**src/rtl/ckdiv_glitchfree.sv**
```systemverilog
// Programmable integer clock divider feeding the glitch-free clock mux.
// Ratio changes and start/stop are applied only at period boundaries; clk_out comes from a flop.
module ckdiv_glitchfree #(
  parameter int unsigned WIDTH       = 8,
  parameter int unsigned DEFAULT_DIV = 4
) (
  input  logic             clk,
  input  logic             rst,
  input  logic             en,
  input  logic [WIDTH-1:0] div_ratio,
  input  logic             div_load,
  output logic             div_busy,
  output logic [WIDTH-1:0] cur_ratio,
  output logic             clk_out,
  output logic             period_tick
);

  localparam logic [WIDTH-1:0] DefaultDiv = WIDTH'(DEFAULT_DIV);
  localparam logic [WIDTH-1:0] MinDiv     = WIDTH'(2);

  typedef enum logic [0:0] {StIdle, StRun} state_e;

  state_e           state_q, state_d;
  logic [WIDTH-1:0] cnt_q, cnt_d;
  logic [WIDTH-1:0] pend_q, pend_d;
  logic [WIDTH-1:0] cur_d;
  logic             busy_d;
  logic             clk_out_d;
  logic             tick_d;

  logic [WIDTH-1:0] load_val;
  logic [WIDTH-1:0] n_eff;
  logic [WIDTH-1:0] half_eff;
  logic             wrap;
  logic             apply;

  always_comb begin
    load_val = (div_ratio < MinDiv) ? MinDiv : div_ratio;
    wrap     = (state_q == StRun) && (cnt_q == cur_ratio - WIDTH'(1));
    // A pending ratio lands on any idle edge or on the wrap edge of a running period.
    apply    = div_busy && ((state_q == StIdle) || wrap);
    n_eff    = apply ? pend_q : cur_ratio;
    half_eff = n_eff >> 1;
  end

  always_comb begin
    state_d   = state_q;
    cnt_d     = cnt_q;
    pend_d    = pend_q;
    cur_d     = cur_ratio;
    busy_d    = div_busy;
    clk_out_d = clk_out;
    tick_d    = 1'b0;

    if (apply) begin
      cur_d  = pend_q;
      busy_d = 1'b0;
    end
    // A load on the applying edge becomes pending for the following boundary.
    if (div_load) begin
      pend_d = load_val;
      busy_d = 1'b1;
    end

    unique case (state_q)
      StIdle: begin
        cnt_d     = '0;
        clk_out_d = 1'b0;
        if (en) begin
          state_d   = StRun;
          clk_out_d = 1'b1;
          tick_d    = 1'b1;
        end
      end
      StRun: begin
        if (wrap) begin
          cnt_d = '0;
          if (!en) begin
            state_d   = StIdle;
            clk_out_d = 1'b0;
            tick_d    = 1'b0;
          end else begin
            clk_out_d = (cnt_d < half_eff);
            tick_d    = 1'b1;
          end
        end else begin
          cnt_d     = cnt_q + WIDTH'(1);
          clk_out_d = (cnt_d < half_eff);
          tick_d    = 1'b0;
        end
      end
      default: begin
        state_d   = StIdle;
        cnt_d     = '0;
        clk_out_d = 1'b0;
      end
    endcase
  end

  always_ff @(posedge clk or posedge rst) begin
    if (rst) begin
      state_q     <= StIdle;
      cnt_q       <= '0;
      pend_q      <= '0;
      cur_ratio   <= DefaultDiv;
      div_busy    <= 1'b0;
      clk_out     <= 1'b0;
      period_tick <= 1'b0;
    end else begin
      state_q     <= state_d;
      cnt_q       <= cnt_d;
      pend_q      <= pend_d;
      cur_ratio   <= cur_d;
      div_busy    <= busy_d;
      clk_out     <= clk_out_d;
      period_tick <= tick_d;
    end
  end

endmodule

```
**config.mk**
```make
export PLATFORM = sky130hd
export DESIGN_NAME = ckdiv_glitchfree
export DESIGN_NICKNAME = d
export VERILOG_FILES = /design/src/rtl/ckdiv_glitchfree.sv
export SDC_FILE = /design/constraint.sdc
export NUM_CORES = 1
export LEC_CHECK = 0
export CORE_MARGIN = 1
export CORE_UTILIZATION = 29
export DETAILED_ROUTE_END_ITERATION = 8
export GPL_TIMING_DRIVEN = 0
export PLACE_DENSITY = 0.49
export SYNTH_ARGS = -nofsm -noshare
export SYNTH_HDL_FRONTEND = slang
export SYNTH_SLANG_ARGS = --single-unit
```
**constraint.sdc**
```tcl
create_clock -name clk -period 6.6 [get_ports clk]
set_input_delay 1.98 -clock clk [delete_from_list [all_inputs] [get_ports clk]]
set_output_delay 1.98 -clock clk [all_outputs]
set_load 0.02 [all_outputs]
```
### Word-level counts from Yosys, hierarchy flattened

Cells that the tools add are included.

* add/sub/neg operators: 2
* magnitude comparators: 3
* equal/unequal tests: 1
* mux-type cells: 14
* bitwise gates (word level): 1
* reductions and logical operators: 4

Operators with widths (count)
* $mux W8: 3
* $pmux W8 S2: 1
* $add A8 B1 Y8 const B: 1
* $eq A8 B8 Y1: 1
* $lt A8 B2 Y1 const B: 1
* $lt A8 B7 Y1: 1
* $sub A8 B1 Y8 const B: 1
* $lt A1 B7 Y1 const A: 1
* $mux W1: 7
* $pmux W1 S2: 3
* $logic_and A1 B1 Y1: 2
* $reduce_bool A2 Y1: 1
* $logic_or A1 B1 Y1: 1
* $not A1 Y1: 1

* register bits: 28
* input port bits: 12
* output and inout port bits: 11
* logic and storage cells: 33

### Logic depth before layout (Yosys ltp)

Gate-level depths: netlist of the first run.

* depth after elaboration: 10
* gate-level depth with buffers: 17
* gate-level depth less buffers: 16

### Worst setup path before layout of the first run

Ideal clock, no wire load.

* path kind: register to register
* start: register cur_ratio[0]
* end: register clk_out
* library setup time: 0.126 ns
* arrival time: 3.152 ns
* required time: 6.474 ns
* setup slack: 3.322 ns
* stages on the path, launching flop included: 17
* buffers on the path: 1
* clock period less this slack: 3.278 ns
* cell sequence: dfrtp_1 > inv_1 > ha_1 > nor4_1 > a32oi_1 > a21o_1 > a31oi_4 > nand2_4 > buf_6 > mux2i_1 > ha_1 > o21a_1 > o21a_1 > nand2_1 > a2111o_1 > a31oi_1 > o22ai_1

* longest elaborated chain between the ends: 10
* elaborated cells on any way between the ends: 11
* those cells by class: add/sub (1); order compare (2); eq/ne (1); mux (4); reduce/logical (3)

Ends and longest elaborated chain
* start, declared: RTL line 13 `output logic [WIDTH-1:0] cur_ratio,`
* start signal, assigned: RTL line 105 `cur_ratio <= DefaultDiv;`
* start signal, assigned: RTL line 113 `cur_ratio <= cur_d;`
* $sub A8 B1 Y8 (*): RTL line 39 `wrap = (state_q == StRun) && (cnt_q == cur_ratio - WIDTH'(1));`
* $eq A8 B8 Y1 (*): RTL line 39
* $logic_and A1 B1 Y1 (*): RTL line 39
* $logic_or A1 B1 Y1: RTL line 41 `apply = div_busy && ((state_q == StIdle) || wrap);`
* $logic_and A1 B1 Y1: RTL line 41
* $mux W8: RTL line 42 `n_eff = apply ? pend_q : cur_ratio;`
* $lt A1 B7 Y1: RTL line 83 `clk_out_d = (cnt_d < half_eff);`
* $mux W1: RTL line 78 `if (!en) begin`
* $mux W1 (*): RTL line 76 `if (wrap) begin`
* $pmux W1 S2 (*): RTL line 65 `unique case (state_q)`
* named net clk_out_d: RTL line 28 `logic clk_out_d;`
* end signal, assigned: RTL line 115 `clk_out <= clk_out_d;`
* end, declared: RTL line 14 `output logic clk_out,`

The timed path passes the listed nets; every way through them passes the cells marked *.
A chain may end at the register's enable or synchronous reset.

### Worst setup path after layout of the first run

* start: register cur_ratio[1]
* end: register clk_out

* longest elaborated chain between the ends: 10
* elaborated cells on any way between the ends: 11
* those cells by class: add/sub (1); order compare (2); eq/ne (1); mux (4); reduce/logical (3)

Ends and longest elaborated chain (RTL line)
* $sub A8 B1 Y8: 39
* $eq A8 B8 Y1: 39
* $logic_and A1 B1 Y1: 39
* $logic_or A1 B1 Y1: 41
* $logic_and A1 B1 Y1: 41
* $mux W8: 42
* $lt A1 B7 Y1: 83
* $mux W1: 78
* $mux W1 (*): 76
* $pmux W1 S2 (*): 65
* named net clk_out_d: 28

Marks and branches as above.

==> flow_summary.ini, run 1 <==
[synth]
ys_types = 47
synth.largest_area_cell = dfrtp_1
synth_mux_area_frac = 0.134
ys_ff_latch = 28
seq_area_frac_synth = 0.412
yosysMostFrequentCell = dfrtp_1
synth-edff-count = 0
yosys_warnings = 0
synthAdderAreaFrac = 0.0588
ys.flop_type = dfrtp_1
avgSynthCellArea_um2 = 10.9
synth_top_area_frac = 0.397
synth_compound_area_frac = 0.116
synth_area_leaders = dfrtp_1, mux2_2, ha_1, xnor2_1, mux2i_1
ys_top_cells_by_count = dfrtp_1, inv_1, mux2_2
async_flop_share = 1.00
synth_top_family_by_area = simple AND/OR/NAND/NOR gates
syn_inst = 156
synthXorXnorAreaFrac = 0.0823
synth_area_um2 = 1700
syn_nets = 176
synthSimpleGateAreaFrac = 0.151

[floorplan]
io_pins = 23
rows = 27
dieArea_um2 = 6180
die_h_um = 78.6
coreArea_um2 = 5570
die_x_um = 78.6
start_util = 0.305

[cells_and_area]
n_antenna_cell = 0
final_core_utilization = 0.367
fin_nets = 202
drive_gt1_frac = 0.149
syn2layout_area_growth_pct = 20.3

[worst_setup_path]
end_kind = flip-flop
arrival_ps = 3950
critical_path.top_delay_family = compound AO/OA/AOI/OAI gates
critPathLaunchType = flip-flop
path_buf_inv = 2
critical_path_class = reg -> reg
crit_fanout = 10
crit_top_cell = o21a_1
slowest_delay_ps = 550
critPathRequiredTime_ps = 6760
path_cells = inv_1 -> ha_1 -> a21boi_0 -> o31ai_1 -> o21a_1 -> a31oi_4 -> nand2_4 -> buf_6 -> mux2i_1 -> ha_1 -> o21a_1 -> o21a_1 -> nand2_1 -> a2111o_1 -> a31oi_1 -> o22ai_1
critical-path-slowest-cell = o31ai_1

[power]
vdd_drop_max_v = 0.0000766
p_leak_nw = 0.925
p_per_area_nw_per_um2 = 144
finalPower_mw = 0.294

[detailed_routing]
drc = 0
vias_per_cell = 4.81
drt_iter0_markers = 38
dr.pass1.iters = 4
drt_wl_total_mm = 3.69
route.vias.total = 1216
drtAntennaViolNets = 0
wl_per_cell_um = 14.6

[clocking]
root_buffer = clkbuf_8
post_cts_buffers = 0
hold_buffers = 0
cts.htree.levels = 1
tritoncts = built
cts_buffers = 3
cts.clk_slew.worst_paths_ps = 100
postCtsResizedCells = 0
clockBufferDepth = 2
clk_latency_ps = 270
cts_sinks = 28

[grt]
use_met1 = 0.174
grt_max_degree = 29
antenna_found_initial = 0
grt_pass1_wl_mm = 6.29
grt_pass1_vias = 1297
busiest_layer = met2
grt_util_met2 = 0.221
use_met3 = 0.0174
grt_overflow = 0
grt_usage = 0.131

[placed_design]
pre_cts_slack_ps = 2810
place.gp.congestion = 0.767
post-dp-hpwl_mm = 2.90
portBuffers = 21

[timing]
rsz0062_at_grt = no
relSlewSlack = 0.278
finalSetupTns_ps = 0
setup-violations-final = 0
period_share = 0.574
holdWs_ps = 535
timing.final.ws_setup_ps = 2810
worst_pin_slew_ps = 1080
max_freq_mhz = 264
finalCriticalPeriod_ps = 3790
finClkSkew_ps = 5.36
final_hold_viol_count = 0
drv_slew = 0

[worst_hold_path]
hp-class = reg -> reg

[run_status]
status = finished clean

[run]
cap_violations = 0
worst paths after layout:
| kind | slack (ps) | depth (start not counted) | startpoint | end |
|---|---|---|---|---|
| worst min-delay path | 530 | 1 | pend_q[1] | pend_q[1] |
| min in group asynchronous | 2280 | 2 | rst | state_q |
| worst min register to register | 530 | 1 | pend_q[1] | pend_q[1] |
| max in group asynchronous | 3670 | 2 | rst | cnt_q[0] |
| worst max register to register | 2810 | 16 | cur_ratio[1] | clk_out |
| worst max-delay path | 2810 | 16 | cur_ratio[1] | clk_out |
per-layer routing:
metal	wire length [um]	vias to the layer above	part of all wire
met4	25	0	0.0068
met2	1790	18	0.48
met5	0	-	0
met3	95	2	0.026
li1	-	604	-
met1	1780	592	0.48
stage by stage:
step | instance area (um^2) | cells
after CTS | 2050 | 253
after global placement | 2000 | 249
after global routing | 2050 | 253
after detailed placement | 2000 | 249
final | 2050 | 253
after floorplan | 1700 | 156
cells in the final DEF, fill, tap and decap left out, types with 2 or more instances in the layout:
cell type,count
o31ai_1,2
nor2_1,9
a21oi_1,3
o41ai_1,2
nor3_1,2
nand3b_1,2
mux2i_1,7
nand3_1,4
mux2_2,10
buf_6,2
xnor2_1,9
mux2_4,3
nor4_1,3
clkdlybuf4s50_1,21
buf_2,3
dfrtp_1,27
nor2b_1,4
clkbuf_1,2
a21o_1,2
nand2_1,6
and3_1,2
clkbuf_8,3
o22ai_1,2
o21a_1,3
inv_1,10
a21boi_0,2
ha_1,8
xor2_1,7
sequential cells by signal, indices dropped and copies added (netlist names):
signal / flops
cnt_q: 8
cur_ratio: 8
pend_q: 8
clk_out: 1
div_busy: 1
period_tick: 1
state_q: 1
cells by family (layout without fill, tap and decap cells):
logic type      after synthesis  after routing
simple gates                 43             43
flops                        28             28
xor+xnor                     16             16
buf+inv                      16             41
fa+ha+maj                     8              8
compound gates               25             25
mux                          20             20
cell type report:
| cell class | instances | area (um^2) |
|---|---|---|
| Multi-Input combinational cell | 112 | 922 |
| Timing Repair Buffer | 21 | 210 |
| Buffer | 6 | 41.3 |
| Inverter | 10 | 37.5 |
| Clock buffer | 4 | 45.0 |
| Tap cell | 72 | 90.1 |
| Fill cell | 571 | 3530 |
| Sequential cell | 28 | 702 |
where the power goes:
| group | internal (mW) | switching (mW) |
|---|---|---|
| sequential | 0.176 | 0.00438 |
| clock | 0.0432 | 0.0518 |
| combinational | 0.0104 | 0.00781 |
Note: power is estimated with default switching activity, not from simulation.
==> run 2, diff against run 1 <==
- PLACE_DENSITY: 0.49 -> 0.5
- clock period: 6.6 -> 3.05 ns (I/O delays scaled with it)
==> flow_summary.ini, run 2 (synthesized netlist as in run 1, its figures left out) <==
[grt]
grt_pass1_wl_mm = 6.71
antenna_found_initial = 0
grt_usage = 0.141
grt_max_degree = 29
grt_pass1_vias = 1362
grt_overflow = 0

[worst_setup_path]
slowest_delay_ps = 460
path_cells = buf_4 -> or2_1 -> nor4_1 -> a32oi_1 -> a21o_1 -> a31oi_4 -> nand2_8 -> mux2i_1 -> ha_1 -> o21a_1 -> o21a_1 -> nand2_1 -> a2111o_1 -> a31oi_1 -> o22ai_1
critical-path-slowest-cell = dfrtp_2
critPathLaunchType = flip-flop
end_kind = flip-flop
crit_fanout = 5
rrSetupSlack_ps = -80
critPathRequiredTime_ps = 3210
crit_top_cell = o21a_1
critical_path_class = reg -> reg
arrival_ps = 3290

[detailed_routing]
dr.pass1.iters = 4
drt_iter0_markers = 8
drt_wl_total_mm = 3.87
wl_per_cell_um = 14.5
drc = 0
drtAntennaViolNets = 0
route.vias.total = 1285
vias_per_cell = 4.83

[cells_and_area]
reg_top3 = cnt_q: 8 flops, cur_ratio: 8 flops, pend_q: 8 flops
final_cells = 266
n_antenna_cell = 0
final_common_cell = dfrtp_1
syn2layout_area_growth_pct = 31.2
drive_gt1_frac = 0.278
seqCellArea_um2 = 706
most-common-layout-cells = dfrtp_1, clkdlybuf4s50_1, buf_4, mux2_2
fin_nets = 215
fillers = 563
multi_input_area_um2 = 997

[timing]
worst_pin_slew_ps = 1080
period_share = 1.03
rsz0062_at_grt = yes
finClkSkew_ps = 3.34
timing.final.ws_setup_ps = -76.5
holdWs_ps = 545
final_hold_viol_count = 0
drv_slew = 0
relSlewSlack = 0.280
finalCriticalPeriod_ps = 3130
setup-violations-final = 1
max_freq_mhz = 320

[power]
vdd_drop_max_v = 0.000181
p_leak_nw = 0.999
finalPower_mw = 0.661
p_per_area_nw_per_um2 = 296

[placed_design]
pre_cts_slack_ps = -450
place.gp.congestion = 0.759
placed_cells = 249
portBuffers = 21
post-dp-hpwl_mm = 2.90

[floorplan]
io_pins = 23
dieArea_um2 = 6180
rows = 27
die_h_um = 78.6
coreArea_um2 = 5570
start_util = 0.305
die_x_um = 78.6

[clocking]
cts.clk_slew.worst_paths_ps = 90
cts_sinks = 28
tritoncts = built
cts.htree.levels = 1
clk_latency_ps = 280
hold_buffers = 0
clockBufferDepth = 2
cts_buffers = 3
root_buffer = clkbuf_8

[run_status]
violations = setup timing
status = finished with violations

[run]
cap_violations = 0

[worst_hold_path]
hp-class = reg -> reg
## run 2: changes by cell type in the layout (fill, tap and decap cells not counted), sizes merged
cell	delta
buf	+13
## run 2: repair_timing
item                       in CTS  in global routing
resized for setup              10                  3
setup endpoints to repair       1                  1
buffers inserted               13                  2
pin swaps                       8                  5
## run 2: stage by stage
| step | setup TNS, ps | area [um^2] | util |
|---|---|---|---|
| floorplan | -50.9 | 1730 | - |
| global placement | -359 | 2030 | 0.364 |
| detailed placement | -450 | 2030 | 0.364 |
| CTS | -101 | 2210 | 0.396 |
| global route | -253 | 2230 | 0.401 |
| finish | -76.5 | 2230 | 0.401 |
## run 2: area by class of cell
cell class                 instances  area share
buffer                             4      0.0112
clock buffer                       4      0.0246
inverter                          10      0.0168
multi-input combinational        112       0.446
sequential                        28       0.316
tap                               72      0.0403
timing repair buffer              36       0.145
## run 2: report_power, final
group          switching [mW]  internal [mW]  leakage (nW)
clock                   0.115          0.116        0.0288
combinational          0.0168         0.0226         0.631
sequential            0.00955          0.381         0.339
total                   0.142          0.520         0.999
## run 2: metal layers
layer / up-vias / track usage / part of all wire
met1: 625 / 0.188 / 0.47
li1: 635 / - / -
met3: 5 / 0.0198 / 0.029
met5: - / 0 / 0
met4: 0 / 0.0444 / 0.015
met2: 20 / 0.234 / 0.49
## run 2: path summary, 6_finish.rpt
| kind | endpoint | depth (start not counted) | from |
|---|---|---|---|
| worst max-delay path | clk_out | 15 | cur_ratio[1] |
| worst min-delay path | cur_ratio[0] | 2 | pend_q[0] |
| worst max register to register | clk_out | 15 | cur_ratio[1] |
| worst min register to register | cur_ratio[0] | 2 | pend_q[0] |
| max in group asynchronous | cur_ratio[0] | 2 | rst |
| min in group asynchronous | pend_q[0] | 2 | rst |
## run 2: critical path: cells and delay by family, from the launching register on
family / cells / cell delay, ps
adder cells (fa/ha/maj): 1 / 290
flip-flops: 1 / 460
buffers and inverters: 1 / 150
AND/OR/NAND/NOR: 4 / 630
AO/OA/AOI/OAI: 8 / 1350
multiplexers: 1 / 140
